===== config.mk =====
export PLATFORM = sky130hd
export DESIGN_NAME = window_spill_fill_ctrl
export DESIGN_NICKNAME = d
export VERILOG_FILES = /design/src/rtl/sparc_win_pkg.sv /design/src/rtl/win_word_counter.sv /design/src/rtl/window_spill_fill_ctrl.sv
export SDC_FILE = /design/constraint.sdc
export NUM_CORES = 1
export LEC_CHECK = 0
export ABC_AREA = 0
export CORE_MARGIN = 2
export CORE_UTILIZATION = 35
export CTS_BUF_LIST = sky130_fd_sc_hd__clkbuf_8 sky130_fd_sc_hd__clkbuf_16
export DETAILED_ROUTE_END_ITERATION = 10
export MAX_ROUTING_LAYER = met4
export PLACE_DENSITY = 0.71
export SYNTH_ARGS = -nofsm -noshare
export SYNTH_HDL_FRONTEND = slang
export SYNTH_HIERARCHICAL = 1
export SYNTH_SLANG_ARGS = --single-unit

===== constraint.sdc =====
create_clock -name Clk -period 4.44 [get_ports Clk]
set_input_delay 0.666 -clock Clk [delete_from_list [all_inputs] [get_ports Clk]]
set_output_delay 0.666 -clock Clk [all_outputs]
set_load 0.005 [all_outputs]

===== src/rtl/sparc_win_pkg.sv =====
// Shared definitions for the register-window spill/fill controller:
// controller states, window geometry and window/WIM arithmetic helpers.
package sparc_win_pkg;

  localparam int NWIN  = 4;   // number of register windows
  localparam int NREG  = 16;  // words spilled/filled per window (r16..r31)
  localparam int CWP_W = 2;   // width of a window pointer
  localparam int WIM_W = 4;   // width of the window invalid mask
  localparam int CNT_W = 4;   // width of the word counter

  localparam logic [4:0] RF_BASE = 5'd16;  // first logical register moved

  typedef enum logic [2:0] {
    IDLE,
    CHECK,
    SPILL,
    FILL_WAIT,
    FILL_WR,
    UPDATE,
    DONE
  } state_t;

  // Previous window, wrapping below 0 to n-1.
  function automatic logic [CWP_W-1:0] win_dec(input logic [CWP_W-1:0] w, input int n);
    if (w == '0) return CWP_W'(n - 1);
    return w - CWP_W'(1);
  endfunction

  // Next window, wrapping from n-1 back to 0.
  function automatic logic [CWP_W-1:0] win_inc(input logic [CWP_W-1:0] w, input int n);
    if (int'(w) >= n - 1) return '0;
    return w + CWP_W'(1);
  endfunction

  // Rotate the low n bits of the mask right by one (used after a spill).
  function automatic logic [WIM_W-1:0] wim_ror(input logic [WIM_W-1:0] w, input int n);
    logic [WIM_W-1:0] r;
    r = '0;
    for (int i = 0; i < WIM_W; i++)
      if (i < n) r[i] = w[CWP_W'((i + 1) % n)];
    return r;
  endfunction

  // Rotate the low n bits of the mask left by one (used after a fill).
  function automatic logic [WIM_W-1:0] wim_rol(input logic [WIM_W-1:0] w, input int n);
    logic [WIM_W-1:0] r;
    r = '0;
    for (int i = 0; i < WIM_W; i++)
      if (i < n) r[i] = w[CWP_W'((i + n - 1) % n)];
    return r;
  endfunction

endpackage


===== src/rtl/win_word_counter.sv =====
// Word index counter for a spill/fill burst: synchronous clear, count
// enable, and a terminal-count flag on the last word of the window.
module win_word_counter
  import sparc_win_pkg::*;
#(
  parameter int LAST = NREG - 1
) (
  input  logic             clk,
  input  logic             rst,
  input  logic             clr,
  input  logic             en,
  output logic [CNT_W-1:0] count,
  output logic             tc
);

  // Count words; clear has priority over enable.
  always_ff @(posedge clk or posedge rst) begin
    if (rst)      count <= '0;
    else if (clr) count <= '0;
    else if (en)  count <= count + CNT_W'(1);
  end

  assign tc = (count == CNT_W'(LAST));

endmodule


===== src/rtl/window_spill_fill_ctrl.sv =====
// Register-window SAVE/RESTORE controller. Moves the target window to or
// from memory when the WIM marks it invalid, then updates CWP and WIM.
//
// Memory handshake: mem_en is a request held high (with stable mem_addr,
// mem_rw and mem_wdata) until a cycle in which MFC=1; that cycle completes
// the transfer. MFC seen while mem_en=0 carries no meaning and is ignored.
module window_spill_fill_ctrl
  import sparc_win_pkg::*;
#(
  parameter int NWIN = sparc_win_pkg::NWIN,
  parameter int NREG = sparc_win_pkg::NREG
) (
  input  logic             Clk,
  input  logic             RESET,
  input  logic             save_req,
  input  logic             restore_req,
  input  logic [CWP_W-1:0] cwp_in,
  input  logic [WIM_W-1:0] wim_in,
  input  logic [31:0]      sp_in,
  output logic [CWP_W-1:0] cwp_out,
  output logic             cwp_we,
  output logic [WIM_W-1:0] wim_out,
  output logic             wim_we,
  output logic [CWP_W-1:0] rf_win,
  output logic [4:0]       rf_addr,
  output logic             rf_we,
  output logic [31:0]      rf_wdata,
  input  logic [31:0]      rf_rdata,
  output logic [31:0]      mem_addr,
  output logic [31:0]      mem_wdata,
  output logic             mem_rw,
  output logic             mem_en,
  input  logic [31:0]      mem_rdata,
  input  logic             MFC,
  output logic             busy,
  output logic             done,
  output logic             overflow,
  output logic             underflow,
  output state_t           state_dbg
);

  state_t           state;
  logic             op_save;
  logic [CWP_W-1:0] tgt;
  logic [CWP_W-1:0] tgt_next;
  logic [WIM_W-1:0] wim_r;
  logic [31:0]      sp_r;
  logic             mfc_ok;
  logic             cnt_clr;
  logic             cnt_en;
  logic [CNT_W-1:0] cnt;
  logic             cnt_tc;

  win_word_counter #(.LAST(NREG - 1)) u_cnt (
    .clk   (Clk),
    .rst   (RESET),
    .clr   (cnt_clr),
    .en    (cnt_en),
    .count (cnt),
    .tc    (cnt_tc)
  );

  // Target window of an incoming request; save wins over restore.
  always_comb begin
    tgt_next = save_req ? win_dec(cwp_in, NWIN) : win_inc(cwp_in, NWIN);
  end

  // Word counter control: cleared on entry, stepped on each finished word.
  always_comb begin
    mfc_ok  = MFC && mem_en;
    cnt_clr = (state == CHECK);
    cnt_en  = 1'b0;
    if (state == SPILL && mfc_ok && !cnt_tc) cnt_en = 1'b1;
    if (state == FILL_WR && !cnt_tc)         cnt_en = 1'b1;
  end

  assign busy      = (state != IDLE);
  assign mem_wdata = (mem_en && mem_rw) ? rf_rdata : '0;
  assign state_dbg = state;

  // Main controller: accept, trap check, word transfers, PSR update.
  always_ff @(posedge Clk or posedge RESET) begin
    if (RESET) begin
      state     <= IDLE;
      op_save   <= 1'b0;
      tgt       <= '0;
      wim_r     <= '0;
      sp_r      <= '0;
      cwp_out   <= '0;
      cwp_we    <= 1'b0;
      wim_out   <= '0;
      wim_we    <= 1'b0;
      rf_win    <= '0;
      rf_addr   <= '0;
      rf_we     <= 1'b0;
      rf_wdata  <= '0;
      mem_addr  <= '0;
      mem_rw    <= 1'b0;
      mem_en    <= 1'b0;
      done      <= 1'b0;
      overflow  <= 1'b0;
      underflow <= 1'b0;
    end else begin
      cwp_we <= 1'b0;
      wim_we <= 1'b0;
      rf_we  <= 1'b0;
      done   <= 1'b0;
      case (state)
        IDLE: begin
          if (save_req || restore_req) begin
            op_save   <= save_req;
            tgt       <= tgt_next;
            wim_r     <= wim_in;
            sp_r      <= sp_in;
            overflow  <= save_req && wim_in[tgt_next];
            underflow <= !save_req && wim_in[tgt_next];
            state     <= CHECK;
          end
        end
        CHECK: begin
          if (!wim_r[tgt]) begin
            // Target window valid: only the pointer moves.
            cwp_out <= tgt;
            cwp_we  <= 1'b1;
            done    <= 1'b1;
            state   <= UPDATE;
          end else begin
            rf_win   <= tgt;
            rf_addr  <= RF_BASE;
            mem_addr <= sp_r;
            mem_rw   <= op_save;
            mem_en   <= 1'b1;
            state    <= op_save ? SPILL : FILL_WAIT;
          end
        end
        SPILL: begin
          if (mfc_ok) begin
            if (cnt_tc) begin
              mem_en  <= 1'b0;
              mem_rw  <= 1'b0;
              cwp_out <= tgt;
              cwp_we  <= 1'b1;
              wim_out <= wim_ror(wim_r, NWIN);
              wim_we  <= 1'b1;
              state   <= UPDATE;
            end else begin
              rf_addr  <= RF_BASE + {1'b0, cnt} + 5'd1;
              mem_addr <= mem_addr + 32'd4;
            end
          end
        end
        FILL_WAIT: begin
          if (mfc_ok) begin
            mem_en   <= 1'b0;
            rf_we    <= 1'b1;
            rf_wdata <= mem_rdata;
            state    <= FILL_WR;
          end
        end
        FILL_WR: begin
          if (cnt_tc) begin
            cwp_out <= tgt;
            cwp_we  <= 1'b1;
            wim_out <= wim_rol(wim_r, NWIN);
            wim_we  <= 1'b1;
            state   <= UPDATE;
          end else begin
            rf_addr  <= RF_BASE + {1'b0, cnt} + 5'd1;
            mem_addr <= mem_addr + 32'd4;
            mem_en   <= 1'b1;
            state    <= FILL_WAIT;
          end
        end
        UPDATE: begin
          // A no-trap operation already pulsed done alongside cwp_we.
          if (done) begin
            state <= IDLE;
          end else begin
            done  <= 1'b1;
            state <= DONE;
          end
        end
        DONE: begin
          overflow  <= 1'b0;
          underflow <= 1'b0;
          state     <= IDLE;
        end
        default: state <= IDLE;
      endcase
    end
  end

endmodule


==> results.yml, run 1 <==
power_and_ir_drop:
  switchingPower_w: 0.000606
  leakagePower_nw: 4.13
  p_int_w: 0.00215
  vdd_drop_max_mv: 0.285
  power_frac_comb_pct: 6.0
  finalPower_w: 0.00275
  p_clk_share_pct: 49.1
  power_density_nw_per_um2: 295
  sequentialPowerShare_pct: 44.9
  sw_frac_of_total_pct: 22.0
drt:
  ant_nets: 0
  drtPass1Iterations: 4
  vias_per_cell: 5.12
  first_iter_violations: 348
  drc: 0
  wirelength_um: 17700
  vias: 5656
  wl_per_cell_um: 16.1
yosys:
  yosysUniqueCellTypes: 62
  syn-num-nets: 769
  mappedNetlistArea_um2: 6380
  syn_avg_cell_area_um2: 9.71
  synthCells: 657
  ys_ff_latch: 131
  yosys_warnings: 6
  synth_flop_cell: "dfrtp_1"
  synth_enable_flop_cells: 0
  async_flop_share_pct: 100
  ys_seq_area_share_pct: 51.4
global_route:
  grt_max_degree: 66
  grt_overflow: 0
  grt_pass1_vias: 5561
  grt_first_pass_wirelength_um: 28700
  antenna_found_initial: 1
  grt_usage_pct: 18.9
worst_setup_path:
  r2r_slack_ns: 1.51
  slowest_stage: "dfrtp_1"
  r2r_start: "mem_en$_DFFE_PP0P_"
  setup.worst_path.start: "mem_en$_DFFE_PP0P_"
  critical-path-top-delay-family: "buffers and inverters"
  cp.arrival_ns: 3.29
  slowest_delay_ns: 0.92
  worstSetupStartpointType: "flip-flop"
  end_kind: "flip-flop"
  reg2regPathDepth: 6
  crit_type: "reg -> reg"
  cp_cell_sequence: "nand3_1 > or3b_2 > buf_4 > inv_1 > nand2_1 > nand2_1"
  timing.critical_path.mode_cell: "nand2_1"
  cp.buffers_inverters: 2
  worst-path-max-fanout: 38
  cp.required_ns: 4.80
  r2r-end: "rf_wdata[28]$_DFFE_PP0P_"
clock_tree:
  max-clock-path-buffers: 2
  cts_setup_buffers: 0
  htree_levels: 4
  clock_sinks: 131
  path_clk_slew_ns: 0.06
  root_buffer: "clkbuf_16"
  cts_resized: 0
  clk_latency_ns: 0.42
  cts_tree: "yes"
  ctsHoldBuffers: 0
  cts_buffers: 17
timing:
  post-route-min-period_ns: 2.93
  setup_viol: 0
  finalCritPeriodShare_pct: 66.0
  finalMaxSlewViolations: 0
  fin_skew_ns: 0.0113
  finalHoldViolations: 0
  tightest_slew_ns: 1.08
  grt_setup_unrepaired: "false"
  slew_headroom_pct: 27.6
  fin_setup_tns_ns: 0
  max_freq_ghz: 0.341
place:
  postPlaceCellArea_um2: 8760
  portBuffers: 227
  dp_hpwl_um: 12200
  place_congestion: 0.771
floorplanning:
  die-area_um2: 19300
  core-area_um2: 17900
  ios: 228
  die-width_um: 139
  rows: 49
  die_h_um: 139
  initial_core_util_pct: 35.6
layout:
  syn_to_final_growth_pct: 46.4
  final_cell_mix: "clkdlybuf4s50_1 (227), nand2_1 (144), dfrtp_1 (131), mux2_2 (39), a21oi_1 (39)"
  final_cell_area_um2: 9340
  final_layout_size_suffix_gt1_share_pct: 10.8
  fin_nets: 973
  final_util_pct: 52.1
  layout_commonest_cell: "clkdlybuf4s50_1"
hold_path:
  worstHoldStart: "sp_r[1]$_DFFE_PP0P_"
  min_delay_path_depth: 2
  whs_endpoint: "mem_addr[1]$_DFFE_PP0P_"
  hp-class: "reg -> reg"
status:
  status: "completed"
flow_run:
  maxCapViolCount: 0
## layer usage
layer,up-vias,track usage [%],wire (um)
li1,2718,-,-
met3,25,6.66,1420
met5,-,-,0
met2,191,28.6,8160
met4,0,5.53,227
met1,2722,24.1,7930
## cells by family after synthesis
kind of cell | count (synthesis) | share of synthesized area [%]
AND/OR/NAND/NOR | 275 | 20.1
AO/OA/AOI/OAI | 132 | 13.8
flip-flops | 131 | 51.4
buffers and inverters | 64 | 4.81
multiplexers | 45 | 8.30
XOR/XNOR | 5 | 0.687
adder cells (fa/ha/maj) | 5 | 0.981
## state kept, by name (all words and copies together) (netlist names), 3 cells and up
signal       cells
mem_addr        32
rf_addr          5
rf_wdata        32
sp_r            32
state_dbg        3
u_cnt/count      4
wim_out          4
wim_r            4
## how the worst max path moves through the flow
stage                               endpoint  depth (start not counted)
floorplan             cwp_out[0]$_DFFE_PP0P_                          1
global placement     rf_wdata[4]$_DFFE_PP0P_                          7
detailed placement  rf_wdata[16]$_DFFE_PP0P_                          7
CTS                 rf_wdata[16]$_DFFE_PP0P_                          6
global route        rf_wdata[14]$_DFFE_PP0P_                          6
finish              rf_wdata[28]$_DFFE_PP0P_                          6
## power groups by stage
stage          clock network, W  registers (W)  logic [W]
6_report                0.00135        0.00124   0.000165
5_1_grt                 0.00143        0.00124   0.000182
4_1_cts                 0.00138        0.00124   0.000168
3_5_place_dp                  0        0.00126   0.000167
3_3_place_gp                  0        0.00126   0.000164
2_1_floorplan                 0        0.00125  0.0000573
## cell usage after synthesis, types with 3 or more instances
cell type	instances	area share, %
a21oi_1	39	3.1
a22o_1	3	0.41
a2bb2oi_1	7	0.96
a31oi_1	8	0.78
a41o_1	3	0.47
and3_1	38	3.7
and4_1	3	0.41
buf_1	3	0.18
buf_2	15	1.2
buf_6	5	0.88
clkbuf_1	21	1.2
dfrtp_1	131	51
ha_1	5	0.98
inv_1	16	0.94
mux2_2	39	6.9
mux2i_1	3	0.47
nand2_1	144	8.5
nand2b_1	4	0.39
nand3_1	23	1.8
nand3b_1	3	0.35
nand4_1	10	0.98
nor2_1	26	1.5
nor3_1	10	0.78
nor4_1	3	0.29
o21ai_0	31	2.4
o22a_1	7	0.96
o22ai_1	11	1.1
xnor2_1	4	0.55
## area by class of cell
class                      instances  area, um^2
antenna                            1        2.50
clock buffer                      17         425
clock inverter                    15         144
fill                            1637        8570
inverter                          16        62.6
multi-input combinational        462        2810
sequential                       131        3280
tap                              229         287
timing repair buffer             233        2330
## stage by stage
step,worst slack [ns],hold WS [ns],std cells
2_1_floorplan,0.390,0.432,657
3_3_place_gp,1.37,0.450,1071
3_5_place_dp,1.30,0.457,1071
4_1_cts,1.46,0.477,1103
5_1_grt,1.19,0.501,1104
6_report,1.51,0.474,1104
## worst register-to-register path, delay by kind of cell, from the launching register on
kind | cells | cell delay, ns
buf+inv | 2 | 1.00
flops | 1 | 0.92
simple gates | 4 | 0.96
No activity file was read; power rests on OpenSTA's default activity.
==> inputs of run 2 (changes only) <==
- PLACE_DENSITY: 0.71 -> 0.74
- clock period: 4.44 -> 2.4 ns (I/O delays scaled with it)
==> run 2 against run 1 <==
  * Clock skew grew 0.0088 ns
  * Core utilization up 1.4 points
  * Setup slack worse by 1.3 ns
  * Sequential power is 85% higher
  * Critical path depth is 3 lower
  * Largest cell class unchanged
==> results.yml, run 2 (same netlist as run 1, synthesis figures left out) <==
status:
  status: "completed"
floorplanning:
  initial_core_util_pct: 35.6
  ios: 228
  die_h_um: 139
  die-width_um: 139
  die-area_um2: 19300
  rows: 49
  core-area_um2: 17900
place:
  place_congestion: 0.803
  dp_hpwl_um: 12900
  portBuffers: 227
timing:
  finalMaxSlewViolations: 0
  fin_skew_ns: 0.0200
  slew_headroom_pct: 58.1
  tightest_slew_ns: 0.622
  fin_setup_tns_ns: 0
  max_freq_ghz: 0.452
  post-route-min-period_ns: 2.21
  finalHoldViolations: 0
  grt_setup_unrepaired: "false"
  finalCritPeriodShare_pct: 92.2
  setup_viol: 0
layout:
  fin_nets: 997
  final_cell_mix: "clkdlybuf4s50_1 (227), nand2_1 (144), dfrtp_1 (131), mux2_2 (39), a21oi_1 (39)"
  top_regs: "mem_addr x32, rf_wdata x32, sp_r x32"
  syn_to_final_growth_pct: 50.3
  layout_commonest_cell: "clkdlybuf4s50_1"
  antenna_cells: 0
  final_layout_size_suffix_gt1_share_pct: 13.0
  final_util_pct: 53.6
worst_setup_path:
  end_kind: "output port"
  slowest_stage: "dfrtp_1"
  crit_type: "reg -> out"
  cp_cell_sequence: "nor3_1 > inv_1 > clkdlybuf4s50_1"
  worstSetupStartpointType: "flip-flop"
  worst-path-max-fanout: 11
  cp.required_ns: 2.04
  slowest_delay_ns: 0.52
  cp.arrival_ns: 1.85
power_and_ir_drop:
  vdd_drop_max_mv: 0.500
  leakagePower_nw: 4.29
  power_density_nw_per_um2: 534
clock_tree:
  root_buffer: "clkbuf_16"
  path_clk_slew_ns: 0.06
  clock_sinks: 131
  htree_levels: 4
  clk_latency_ns: 0.42
  cts_tree: "yes"
  max-clock-path-buffers: 2
  cts_buffers: 17
  ctsHoldBuffers: 0
global_route:
  grt_overflow: 0
  gr-usage-met3_pct: 6.25
  grt_max_degree: 46
  antenna_found_initial: 0
  busiest_layer: "met2"
  met1_usage_pct: 24.8
  grt_first_pass_wirelength_um: 29700
  grt_usage_pct: 19.6
  grt_use_met2_pct: 30.4
  grt_pass1_vias: 5768
drt:
  drtPass1Iterations: 5
  first_iter_violations: 394
  drc: 0
  ant_nets: 0
  vias_per_cell: 5.19
  vias: 5853
  wirelength_um: 18400
  wl_per_cell_um: 16.3
hold_path:
  hp-class: "in -> async"
flow_run:
  maxCapViolCount: 0
## run 2: cell count changes in the layout (fill, tap and decap cells not counted), sizes merged
cell	delta
or2	+1
diode	-1
clkinv	-5
inv	+2
buf	+23
bufinv	-1
clkinvlp	-1
clkbuf	+5
## run 2: worst paths after layout
path                                             from                          to  slack (ns)  depth (start not counted)
max                          state_dbg[0]$_DFFE_PP0P_                        busy        0.19                          3
min                                             RESET  u_cnt/count[3]$_DFFE_PP0P_        0.22                          2
max reg2reg                u_cnt/count[1]$_DFFE_PP0P_    mem_addr[16]$_DFFE_PP0P_        0.24                          7
min reg2reg                       sp_r[0]$_DFFE_PP0P_     mem_addr[0]$_DFFE_PP0P_        0.47                          2
max in group asynchronous                       RESET    mem_addr[14]$_DFFE_PP0P_        1.55                          3
min in group Clk                        mem_rdata[17]    rf_wdata[17]$_DFFE_PP0P_        0.46                          3
## run 2: area by class of cell
cell class | instances | area, um^2
multi-input cells | 463 | 2820
repair buffers | 256 | 2560
clock buffers | 22 | 494
clock inverters | 10 | 82.6
inverters | 16 | 63.8
flip-flops and latches | 131 | 3280
fillers | 1612 | 8320
well taps | 229 | 287
## run 2: metal layers
| metal | part of all wire, % | up-vias |
|---|---|---|
| met1 | 44 | 2807 |
| met2 | 48 | 262 |
| met4 | 1.1 | 0 |
| met5 | 0 | - |
| met3 | 7.7 | 14 |
| li1 | - | 2770 |
## run 2: what timing repair did
action | in CTS | in global routing
gates resized for setup | 0 | 1
buffers inserted | 0 | 0
endpoints found under the setup margin | 0 | 12
## run 2: stage by stage
| stage | setup slack [ns] | cell area, um^2 | power [W] | instances | hold WS, ns |
|---|---|---|---|---|---|
| 4_1_cts | 0.0995 | 9580 | 0.00517 | 1126 | 0.224 |
| 6_report | 0.188 | 9590 | 0.00512 | 1127 | 0.219 |
| 3_3_place_gp | 0.106 | 9000 | 0.00264 | 1094 | 0.447 |
| 5_1_grt | 0.0321 | 9590 | 0.00532 | 1127 | 0.269 |
| 2_1_floorplan | 0.173 | 6380 | 0.00242 | 657 | 0.126 |
| 3_5_place_dp | 0.0418 | 9000 | 0.00265 | 1094 | 0.455 |
## run 2: power by group
group | leakage, nW | internal [W] | total (W) | switching, W
sequential | 1.72 | 0.00226 | 0.00229 | 0.0000362
clock | 0.288 | 0.00155 | 0.00251 | 0.000958
combinational | 2.28 | 0.000216 | 0.000316 | 0.000101
total | 4.29 | 0.00402 | 0.00512 | 0.00110
## run 2: critical path, delay by kind of cell (launching register included)
kind,cells,cell delay [ns]
flip-flops,1,0.52
buffers and inverters,2,0.62
AND/OR/NAND/NOR,1,0.32
==> inputs of run 3 (changes only) <==
- PLACE_DENSITY: 0.74 -> 0.71
- clock period: 2.4 -> 2.7 ns (I/O delays scaled with it)
==> run 3 against run 2 <==
  * Worst hold slack better by 0.040 ns
  * Via count down 1.8%
  * Total power down 6.0%
  * Final area down 0.37%
  * Non-clock buffer count down 12
  * Count of clock-buffer cells in the layout down 4
  * Clock power about the same
  * Final cell count down 1.1%
  * Clock skew down 0.0019 ns
  * Sequential cell count unchanged
  * Setup slack better by 0.0047 ns
  * Sequential power down 11%
==> results.yml, run 3 (same netlist as run 1, synthesis figures left out) <==
status:
  status: "completed"
floorplanning:
  rows: 49
  initial_core_util_pct: 35.6
  die-area_um2: 19300
  core-area_um2: 17900
  ios: 228
  die-width_um: 139
  die_h_um: 139
clock_tree:
  root_buffer: "clkbuf_16"
  max-clock-path-buffers: 2
  path_clk_slew_ns: 0.06
  clk_latency_ns: 0.43
  cts_tree: "yes"
  ctsHoldBuffers: 0
  cts_setup_buffers: 0
  htree_levels: 4
  clock_sinks: 131
  cts_resized: 0
  cts_buffers: 17
drt:
  wirelength_um: 18000
  wl_met2_um: 8350
  vias: 5749
  drc: 0
  wl_met3_um: 1470
  top_layer_used: "met4"
  vias_per_cell: 5.16
  first_iter_violations: 310
  ant_nets: 0
  met1Wirelength_um: 7920
  wl_per_cell_um: 16.1
  drtPass1Iterations: 5
timing:
  post-route-min-period_ns: 2.51
  finalHoldViolations: 0
  fin_setup_tns_ns: 0
  setup_viol: 0
  grt_setup_unrepaired: "false"
  finalCritPeriodShare_pct: 92.9
  tightest_slew_ns: 0.735
  max_freq_ghz: 0.399
  slew_headroom_pct: 50.9
  finalMaxSlewViolations: 0
  fin_skew_ns: 0.0181
layout:
  final_layout_size_suffix_gt1_share_pct: 12.0
  fin_cells: 1115
  syn_to_final_growth_pct: 49.7
  final_cell_mix: "clkdlybuf4s50_1 (227), nand2_1 (144), dfrtp_1 (131), mux2_2 (39), a21oi_1 (39)"
  layout_commonest_cell: "clkdlybuf4s50_1"
  final_cell_area_um2: 9550
  fin_nets: 984
  top_regs: "mem_addr x32, rf_wdata x32, sp_r x32"
place:
  postPlaceCellArea_um2: 8910
  dp_cells: 1082
  place_congestion: 0.796
  portBuffers: 227
  dp_hpwl_um: 12800
worst_setup_path:
  r2r-end: "mem_addr[21]$_DFFE_PP0P_"
  reg2regPathDepth: 9
  crit_cells: 3
  slowest_stage: "dfrtp_1"
  cp.required_ns: 2.30
  crit_type: "reg -> out"
  critical-path-top-delay-family: "buffers and inverters"
  worstSetupStartpointType: "flip-flop"
  r2r_start: "u_cnt/count[0]$_DFFE_PP0P_"
  cp.buffers_inverters: 2
  end_kind: "output port"
  slowest_delay_ns: 0.59
  cp.arrival_ns: 2.10
  worst-path-max-fanout: 19
  r2r_slack_ns: 0.43
  cp_cell_sequence: "nor3_1 > inv_1 > clkdlybuf4s50_1"
global_route:
  grt_usage_pct: 20.0
  grt_pass1_vias: 5890
  grt_first_pass_wirelength_um: 30200
  grt_overflow: 0
  antenna_found_initial: 1
  grt_max_degree: 44
power_and_ir_drop:
  vdd_drop_max_mv: 0.423
  leakagePower_nw: 4.25
  power_density_nw_per_um2: 503
  finalPower_w: 0.00481
flow_run:
  maxCapViolCount: 0
hold_path:
  hp-class: "in -> async"
## run 3: cell types whose count changed in the layout (fill, tap and decap cells not counted)
cell        previous run  this run
inv_1                 18        15
diode_2                0         1
a21boi_1               0         1
inv_6                  1         4
bufinv_16              1         4
clkinvlp_4             4         1
clkbuf_8               5         1
clkinv_4               0         4
a21boi_2               1         0
buf_4                 23        11
or2_2                  2         1
## run 3: layout make-up
type	count	area [um^2]
diodes	1	2.50
repair buffers	244	2470
flip-flops and latches	131	3280
inverters	16	63.8
clock inverters	14	200
fillers	1593	8350
well taps	229	287
clock buffers	18	439
multi-input cells	462	2810
## run 3: worst reg2reg max path, stage by stage (launching register included)
cell and delay [ns]:
dfrtp_1 0.45, ha_1 0.27, and3_1 0.22, nor2_1 0.22, a21boi_1 0.24, buf_4 0.20, nor2_2 0.06, buf_12 0.19
o21ai_0 0.20, o21ai_0 0.12
## run 3: metrics by stage
stage               setup WS (ns)  utilization [%]  hold slack [ns]
floorplan                   0.473                -            0.171
global placement            0.335             49.8            0.448
detailed placement          0.297             49.8            0.452
CTS                         0.175             53.3            0.262
global route               0.0524             53.4            0.272
finish                      0.192             53.4            0.260
## run 3: how the worst max path moves through the flow
stage,start,end
floorplan,u_cnt/count[0]$_DFFE_PP0P_,rf_addr[0]$_DFFE_PP0P_
global placement,cwp_in[0],overflow$_DFFE_PP0P_
detailed placement,cwp_in[0],underflow$_DFFE_PP0P_
CTS,state_dbg[2]$_DFFE_PP0P_,busy
global route,state_dbg[2]$_DFFE_PP0P_,busy
finish,state_dbg[2]$_DFFE_PP0P_,busy
## run 3: layer usage
layer	up-vias	track usage [%]
met2	213	29.8
met3	18	7.15
met1	2771	25.3
met4	0	6.86
li1	2747	-
met5	-	-
## run 3: report_power, final
part / switching, W / internal [W]
combinational: 0.0000878 / 0.000190
sequential: 0.0000311 / 0.00200
clock: 0.000913 / 0.00158
